`src/rtl/teclado_varredura_pkg.sv`:
```
// Shared types and constants for the 4x3 keypad scanner.
// Latency: n/a (declarations only).
// Backpressure: n/a.
// Contents: row/column counts, codes for '*' and '#', FSM and frame-result
// enums, and the row/column -> key code map.
package teclado_pkg;

    localparam int NUM_LINHAS  = 4;
    localparam int NUM_COLUNAS = 3;

    localparam logic [3:0] KEY_STAR = 4'd10;
    localparam logic [3:0] KEY_HASH = 4'd11;

    typedef enum logic [1:0] {
        OCIOSO,
        CONFIRMA,
        PRESSIONADA
    } estado_t;

    typedef enum logic [1:0] {
        NENHUMA,
        UNICA,
        MULTIPLA
    } resultado_t;

    // Rows 0..2 hold digits 1..9 laid out left to right; the bottom row is * 0 #.
    function automatic logic [3:0] mapa_tecla(input logic [1:0] linha, input logic [1:0] coluna);
        logic [3:0] codigo;
        if (linha == 2'd3) begin
            case (coluna)
                2'd0:    codigo = KEY_STAR;
                2'd1:    codigo = 4'd0;
                default: codigo = KEY_HASH;
            endcase
        end else begin
            codigo = ({2'b00, linha} * 4'd3) + {2'b00, coluna} + 4'd1;
        end
        return codigo;
    endfunction

endpackage

```
`src/rtl/teclado_varredura_if.sv`:
```
// Keypad-side and controller-side signal bundle of the scanner.
// Latency: n/a (wiring only).
// Backpressure: none; insere is a fire-and-forget strobe.
// Ports: linhas (rows in, active-low), colunas (one-cold column drive),
// numero (last accepted code), insere (1-cycle strobe), tecla_ativa (key held).
interface teclado_varredura_if;
    import teclado_pkg::*;

    logic [NUM_LINHAS-1:0]  linhas;
    logic [NUM_COLUNAS-1:0] colunas;
    logic [3:0]             numero;
    logic                   insere;
    logic                   tecla_ativa;

    // master: the scanner itself.
    modport master (
        input  linhas,
        output colunas,
        output numero,
        output insere,
        output tecla_ativa
    );

    // slave: the keypad/controller environment.
    modport slave (
        output linhas,
        input  colunas,
        input  numero,
        input  insere,
        input  tecla_ativa
    );

endinterface

```
`src/rtl/sincronizador_2ff.sv`:
```
// Two-flop synchroniser for asynchronous level inputs.
// Latency: 2 clk cycles.
// Backpressure: none.
// Ports: clk, rst_n (async active-low), d (async input), q (synchronised).
// Resets to all-ones so idle keypad rows (pulled high) read as released.
module sincronizador_2ff #(
    parameter int WIDTH = 1
) (
    input  logic             clk,
    input  logic             rst_n,
    input  logic [WIDTH-1:0] d,
    output logic [WIDTH-1:0] q
);

    logic [WIDTH-1:0] meta;

    always_ff @(posedge clk or negedge rst_n) begin
        if (!rst_n) begin
            meta <= '1;
            q    <= '1;
        end else begin
            meta <= d;
            q    <= meta;
        end
    end

endmodule

```
`src/rtl/teclado_varredura.sv`:
```
// 4x3 matrix keypad scanner with debouncing; one insere strobe per physical press.
// Latency: strobe one cycle after the frame end of the DEBOUNCE-th stable frame.
// Backpressure: none; the consumer must take numero while insere is high.
// Ports: clk, reset (async active-low), bus (teclado_varredura_if.master):
// linhas in, colunas/numero/insere/tecla_ativa out.
module teclado_varredura
    import teclado_pkg::*;
#(
    parameter int SCAN_DIV = 1000,
    parameter int DEBOUNCE = 4
) (
    input  logic                  clk,
    input  logic                  reset,
    teclado_varredura_if.master   bus
);

    localparam int DW = $clog2(SCAN_DIV);
    localparam int CW = $clog2(DEBOUNCE + 1);

    localparam logic [DW-1:0] DIV_MAX = DW'(SCAN_DIV - 1);
    localparam logic [CW-1:0] DEB_C   = CW'(DEBOUNCE);
    localparam logic [CW-1:0] CNT_UM  = CW'(1);

    // ------------------------------------------------------------------
    // Row synchroniser
    // ------------------------------------------------------------------
    logic [NUM_LINHAS-1:0] linhas_s;

    sincronizador_2ff #(
        .WIDTH (NUM_LINHAS)
    ) u_sinc (
        .clk   (clk),
        .rst_n (reset),
        .d     (bus.linhas),
        .q     (linhas_s)
    );

    // ------------------------------------------------------------------
    // Column scan: divider and column index
    // ------------------------------------------------------------------
    logic [DW-1:0] div_q;
    logic [1:0]    col_q;
    logic          amostra;
    logic          fim_quadro;

    // Sample at the last cycle of the slot so the synchronised rows have
    // settled after the column change.
    assign amostra    = (div_q == DIV_MAX);
    assign fim_quadro = amostra && (col_q == 2'd2);

    always_ff @(posedge clk or negedge reset) begin
        if (!reset) begin
            div_q <= '0;
            col_q <= 2'd0;
        end else if (amostra) begin
            div_q <= '0;
            col_q <= (col_q == 2'd2) ? 2'd0 : col_q + 2'd1;
        end else begin
            div_q <= div_q + 1'b1;
        end
    end

    logic [NUM_COLUNAS-1:0] colunas_c;

    always_comb begin
        colunas_c = 3'b111;
        case (col_q)
            2'd0:    colunas_c = 3'b110;
            2'd1:    colunas_c = 3'b101;
            default: colunas_c = 3'b011;
        endcase
    end

    assign bus.colunas = colunas_c;

    // ------------------------------------------------------------------
    // Per-sample row decode and per-frame accumulation
    // ------------------------------------------------------------------
    logic [2:0] n_baixas;
    logic [1:0] linha_idx;
    logic [3:0] tecla_agora;

    always_comb begin
        n_baixas  = 3'd0;
        linha_idx = 2'd0;
        for (int r = 0; r < NUM_LINHAS; r++) begin
            if (!linhas_s[r]) begin
                n_baixas  = n_baixas + 3'd1;
                linha_idx = 2'(r);
            end
        end
        tecla_agora = mapa_tecla(linha_idx, col_q);
    end

    // acc_q counts intersections seen so far in this frame, saturating at 2
    // (anything beyond one is already MULTIPLA).
    logic [1:0] acc_q;
    logic [3:0] acc_tecla_q;
    logic [2:0] soma;

    assign soma = {1'b0, acc_q} + n_baixas;

    always_ff @(posedge clk or negedge reset) begin
        if (!reset) begin
            acc_q       <= 2'd0;
            acc_tecla_q <= 4'd0;
        end else if (amostra) begin
            if (fim_quadro) begin
                acc_q <= 2'd0;
            end else begin
                acc_q <= (soma >= 3'd2) ? 2'd2 : soma[1:0];
            end
            if ((acc_q == 2'd0) && (n_baixas == 3'd1)) begin
                acc_tecla_q <= tecla_agora;
            end
        end
    end

    // Result of the frame closing in this cycle (only meaningful on fim_quadro).
    resultado_t resultado;
    logic [3:0] tecla_quadro;

    always_comb begin
        resultado = MULTIPLA;
        if (soma == 3'd0) begin
            resultado = NENHUMA;
        end else if (soma == 3'd1) begin
            resultado = UNICA;
        end
        // The single hit was either in an earlier column or in this one.
        tecla_quadro = (acc_q == 2'd1) ? acc_tecla_q : tecla_agora;
    end

    // ------------------------------------------------------------------
    // Debounce FSM
    // ------------------------------------------------------------------
    estado_t        estado_q, estado_d;
    logic [CW-1:0]  cnt_q, cnt_d, cnt_inc;
    logic [3:0]     cand_q, cand_d;
    logic [3:0]     numero_q, numero_d;
    logic           insere_q, insere_d;
    logic           ativa_q, ativa_d;

    assign cnt_inc = (cnt_q == DEB_C) ? cnt_q : cnt_q + CNT_UM;

    always_ff @(posedge clk or negedge reset) begin
        if (!reset) begin
            estado_q <= OCIOSO;
            cnt_q    <= '0;
            cand_q   <= 4'd0;
            numero_q <= 4'd0;
            insere_q <= 1'b0;
            ativa_q  <= 1'b0;
        end else begin
            estado_q <= estado_d;
            cnt_q    <= cnt_d;
            cand_q   <= cand_d;
            numero_q <= numero_d;
            insere_q <= insere_d;
            ativa_q  <= ativa_d;
        end
    end

    always_comb begin
        estado_d = estado_q;
        cnt_d    = cnt_q;
        cand_d   = cand_q;
        numero_d = numero_q;
        insere_d = 1'b0;
        ativa_d  = ativa_q;

        if (fim_quadro) begin
            unique case (estado_q)
                OCIOSO: begin
                    if (resultado == UNICA) begin
                        cand_d = tecla_quadro;
                        cnt_d  = CNT_UM;
                        if (DEBOUNCE == 1) begin
                            insere_d = 1'b1;
                            numero_d = tecla_quadro;
                            ativa_d  = 1'b1;
                            cnt_d    = '0;
                            estado_d = PRESSIONADA;
                        end else begin
                            estado_d = CONFIRMA;
                        end
                    end
                end
                CONFIRMA: begin
                    if ((resultado == UNICA) && (tecla_quadro == cand_q)) begin
                        cnt_d = cnt_inc;
                        if (cnt_inc == DEB_C) begin
                            insere_d = 1'b1;
                            numero_d = cand_q;
                            ativa_d  = 1'b1;
                            cnt_d    = '0;
                            estado_d = PRESSIONADA;
                        end
                    end else begin
                        cnt_d    = '0;
                        estado_d = OCIOSO;
                    end
                end
                PRESSIONADA: begin
                    // Only a run of empty frames releases; a second key or a
                    // slide keeps the press active and restarts the count.
                    if (resultado == NENHUMA) begin
                        cnt_d = cnt_inc;
                        if (cnt_inc == DEB_C) begin
                            ativa_d  = 1'b0;
                            cnt_d    = '0;
                            estado_d = OCIOSO;
                        end
                    end else begin
                        cnt_d = '0;
                    end
                end
                default: begin
                    cnt_d    = '0;
                    estado_d = OCIOSO;
                end
            endcase
        end
    end

    assign bus.numero      = numero_q;
    assign bus.insere      = insere_q;
    assign bus.tecla_ativa = ativa_q;

endmodule

```
`src/flat_wrapper.sv`:
```
// flat-port wrapper written by rule: the top's interface ports become plain ports
module teclado_varredura_flat import teclado_pkg::*;
#(
    parameter int SCAN_DIV = 1000,
    parameter int DEBOUNCE = 4
)
  (clk, reset, bus_linhas, bus_colunas, bus_numero, bus_insere, bus_tecla_ativa);
  teclado_varredura_if bus_i ();
  input  logic clk;
  input  logic reset;
  input wire logic [$bits(bus_i.linhas)-1:0] bus_linhas;
  output wire logic [$bits(bus_i.colunas)-1:0] bus_colunas;
  output wire logic [$bits(bus_i.numero)-1:0] bus_numero;
  output wire logic [$bits(bus_i.insere)-1:0] bus_insere;
  output wire logic [$bits(bus_i.tecla_ativa)-1:0] bus_tecla_ativa;
  assign bus_i.linhas = bus_linhas;
  assign bus_colunas = bus_i.colunas;
  assign bus_numero = bus_i.numero;
  assign bus_insere = bus_i.insere;
  assign bus_tecla_ativa = bus_i.tecla_ativa;
  teclado_varredura #(.SCAN_DIV(SCAN_DIV), .DEBOUNCE(DEBOUNCE)) u_core (.clk(clk), .reset(reset), .bus(bus_i));
endmodule
```
`config.mk`:
```
export PLATFORM = sky130hd
export DESIGN_NAME = teclado_varredura_flat
export DESIGN_NICKNAME = d
export VERILOG_FILES = /design/src/rtl/teclado_varredura_pkg.sv /design/src/rtl/teclado_varredura_if.sv /design/src/rtl/sincronizador_2ff.sv /design/src/rtl/teclado_varredura.sv /design/src/flat_wrapper.sv
export SDC_FILE = /design/constraint.sdc
export NUM_CORES = 1
export LEC_CHECK = 0
export ABC_AREA = 1
export BUFFER_PORTS_ARGS = -buffer_cell sky130_fd_sc_hd__buf_2
export CAP_MARGIN = 20
export CORE_ASPECT_RATIO = 1.5
export CORE_UTILIZATION = 31
export CTS_CLUSTER_SIZE = 24
export DETAILED_ROUTE_END_ITERATION = 12
export SLEW_MARGIN = 20
export SYNTH_ARGS = -nofsm -noshare
export SYNTH_HDL_FRONTEND = slang
export SYNTH_SLANG_ARGS = --single-unit
```
`constraint.sdc`:
```
create_clock -name clk -period 5.9 [get_ports clk]
set_input_delay 1.18 -clock clk [delete_from_list [all_inputs] [get_ports clk]]
set_output_delay 1.18 -clock clk [all_outputs]
set_load 0.01 [all_outputs]
```
==> impl_metrics.toml <==
[layout]
finalNonFillerCells = 435
fin_nets = 356
multi_input_area_mm2 = 0.00124
antenna_cells = 0
seq_area_mm2 = 0.00104
syn2layout_area_growth_pct = 14.2
nFillCells = 832
drive_gt1_share_pct = 15.9

[synthesis]
ys_ff_latch = 41
netlist_top_cells_count = "nand2_1 (78), inv_1 (51), dfrtp_1 (33), nand3_1 (25), nor2_1 (17)"
yosys_warnings = 0
yosysTopAreaCellShare_pct = 32.9
syn-num-nets = 337
ys_types = 36
yosysSeqAreaShare_pct = 41.3
synth_largest_area_cell = "dfrtp_1"
yosysMostFrequentCell = "nand2_1"
synth_area_mm2 = 0.00251
synth-async-reset-ratio_pct = 100
synth-main-ff-cell = "dfrtp_1"
synth.area.top_cells = "dfrtp_1 (33%), nand2_1 (12%), dfstp_2 (8.4%), inv_1 (7.6%), ha_1 (7.5%)"
synth.avg_cell_area_um2 = 8.01
synth_enable_flop_cells = 0
syn_inst = 313

[clock_network]
hold_buffers = 0
clkTransAtPathRegs_ns = 0.06
clk_latency_ns = 0.28
cts_resized = 0
cts_root_buf = "clkbuf_16"
numCtsBuffers = 5
post_cts_buffers = 0
cts.htree.levels = 2
cts.path.max_buffers = 2
cts_sinks = 41
cts_tree = "yes"

[power_and_ir_drop]
power_uw = 671
ir_worst_vdd_v = 0.0000980
power_frac_seq_pct = 42.9
power.leakage_nw = 1.45
netSwitchingPower_uw = 151
switching_share_pct = 22.6
powerDensity_mw_per_mm2 = 234
clockPowerShare_pct = 47.3
p_int_uw = 520
power_frac_comb_pct = 9.8

[sta]
layout_setup_ws_ns = 2.62
rsz0062_at_grt = "false"
slew_viol_final = 0
maxSlewHeadroom_pct = 38.3
worstMarginPinSlew_ns = 0.925
fmax_mhz = 305
post-route-period-util_pct = 55.5
final_hold_viol_count = 0
finClkSkew_ns = 0.00370
setup_tns_ns = 0
setup_viol = 0
finalCriticalPeriod_ns = 3.28

[placement]
post-dp-hpwl_mm = 3.78
place_congestion = 0.830
dp_cells = 427
numPortBuffers = 14
dp_slack_ns = 2.64

[outcome]
status = "completed"

[global_route]
grt_overflow = 0
antenna_found_initial = 0
grt_pass1_vias = 2009
grt_pass1_wl_mm = 8.76
track_usage_pct = 13.4
grt_max_degree = 42

[die]
num_io_pins = 15
start_util_pct = 32.5
fp.coreArea_mm2 = 0.00771
die_area_mm2 = 0.00846
die_x_um = 75.4
die_h_um = 112
row_count = 39

[critical_path]
worstPathRequired_ns = 6.07
r2r-start = "u_core.u_sinc.q[0]"
startpoint = "u_core.u_sinc.q[0]"
cp.arrival_ns = 3.44
path_buf_inv = 5
cp_slowest_cell = "fa_1"
worstSetupPathType = "reg2reg"
cp-end-kind = "flop"
crit_cells = 17
crit_chain = "inv_1 -> ha_1 -> xnor2_1 -> ha_1 -> inv_1 -> o21ai_0 -> inv_1 -> fa_1 -> nand2_1 -> inv_1 -> nand2_4 -> nor3_4 -> nand2_2 -> clkinv_2 -> nand3_4 -> nand2_1 -> o21ai_1"
regToRegEndpoint = "u_core.bus.numero[3]"
cp_slowest_stage_delay_ns = 0.55
r2r_slack_ns = 2.62
worstPathMaxFanout = 8
crit_family = "adder cells"
start_kind = "flop"
reg2regPathDepth = 17
crit_top_cell = "inv_1"
crit_path_end = "u_core.bus.numero[3]"

[route]
wl_mm = 4.81
route.vias.total = 1985
drt_iter0_markers = 133
wire_per_inst_um = 11.1
dr.pass1.iters = 5
ant_nets = 0
via_per_inst = 4.56
drc = 0

[min_path]
hold_class = "reg2reg"

[run]
cap_violations = 0
-- cells in the final DEF (no fill, tap or decap), drive strengths merged --
cell type   n
nand2      90
inv        55
dfrtp      33
nand3      27
o21ai      18
nor2       17
ha         15
buf        14
a21oi       8
dfstp       8
nor3        7
clkbuf      7
nand4       6
or2         4
xor2        3
fa          3
nor4        3
xnor2       2
and2        2
a31oi       2
o22ai       2
clkinv      2
and3        1
a211oi      1
and3b       1
o21bai      1
bufinv      1
-- registers in the layout, indices dropped and copies added, names as in the netlist, 3 cells and up --
signal / cells
u_core.acc_tecla_q: 4
u_core.bus.numero: 4
u_core.u_sinc.q: 4
u_core.cand_q: 4
u_core.u_sinc.meta: 4
u_core.div_q: 10
u_core.cnt_q: 3
-- layout make-up --
type	count	area share [%]
tap	102	4.46
inverter	57	7.52
timing repair buffer	14	2.45
sequential	41	36.2
clock buffer	7	4.98
clock inverter	1	1.05
multi-input combinational	213	43.4
-- cell families (layout without fill, tap and decap cells) --
logic type | count (synthesis) | in the layout | synth area share [%]
fa+ha+maj | 18 | 18 | 9.88
compound gates | 32 | 32 | 6.79
buf+inv | 59 | 79 | 9.18
simple gates | 158 | 158 | 31.1
flops | 41 | 41 | 41.3
xor+xnor | 5 | 5 | 1.75
-- worst reg2reg max path: stages (launching register included) --
cell	delay (ns)
dfstp_2	0.53
inv_1	0.04
ha_1	0.33
xnor2_1	0.17
ha_1	0.29
inv_1	0.03
o21ai_0	0.21
inv_1	0.09
fa_1	0.55
nand2_1	0.06
inv_1	0.10
nand2_4	0.10
nor3_4	0.20
nand2_2	0.10
clkinv_2	0.09
nand3_4	0.10
nand2_1	0.11
o21ai_1	0.06
-- worst min-delay path by stage --
stage	slack, ns	start	cells past startpoint	endpoint
after floorplan	0.35	u_core.u_sinc.meta[0]	0	u_core.u_sinc.q[0]
after global placement	0.35	u_core.u_sinc.meta[2]	0	u_core.u_sinc.q[2]
after global routing	0.36	u_core.u_sinc.meta[1]	0	u_core.u_sinc.q[1]
final	0.35	u_core.u_sinc.meta[2]	0	u_core.u_sinc.q[2]
after detailed placement	0.35	u_core.u_sinc.meta[2]	0	u_core.u_sinc.q[2]
after CTS	0.36	u_core.u_sinc.meta[2]	0	u_core.u_sinc.q[2]
-- power by group through the flow --
stage                     Combinational, mW  Clock (mW)  Sequential [mW]
after floorplan                      0.0500           0            0.292
after global placement               0.0652           0            0.293
after detailed placement             0.0669           0            0.293
after CTS                            0.0671       0.331            0.288
after global routing                 0.0763       0.341            0.288
final                                0.0655       0.317            0.288
-- layer usage --
layer / part of all wire (%) / vias to the layer above / GRT usage (%)
li1: - / 1028 / -
met4: 2.0 / 0 / 4.69
met1: 42 / 920 / 14.8
met5: 0 / - / 0
met2: 54 / 29 / 24.4
met3: 2.2 / 8 / 2.51
-- metrics by stage --
stage / hold slack [ns] / cell area [µm²] / utilization, %
detailed placement: 0.347 / 2690 / 34.9
CTS: 0.356 / 2860 / 37.1
floorplan: 0.345 / 2510 / -
finish: 0.354 / 2860 / 37.1
global placement: 0.346 / 2690 / 34.9
global route: 0.359 / 2860 / 37.1
(Power assumes the default switching activity.)
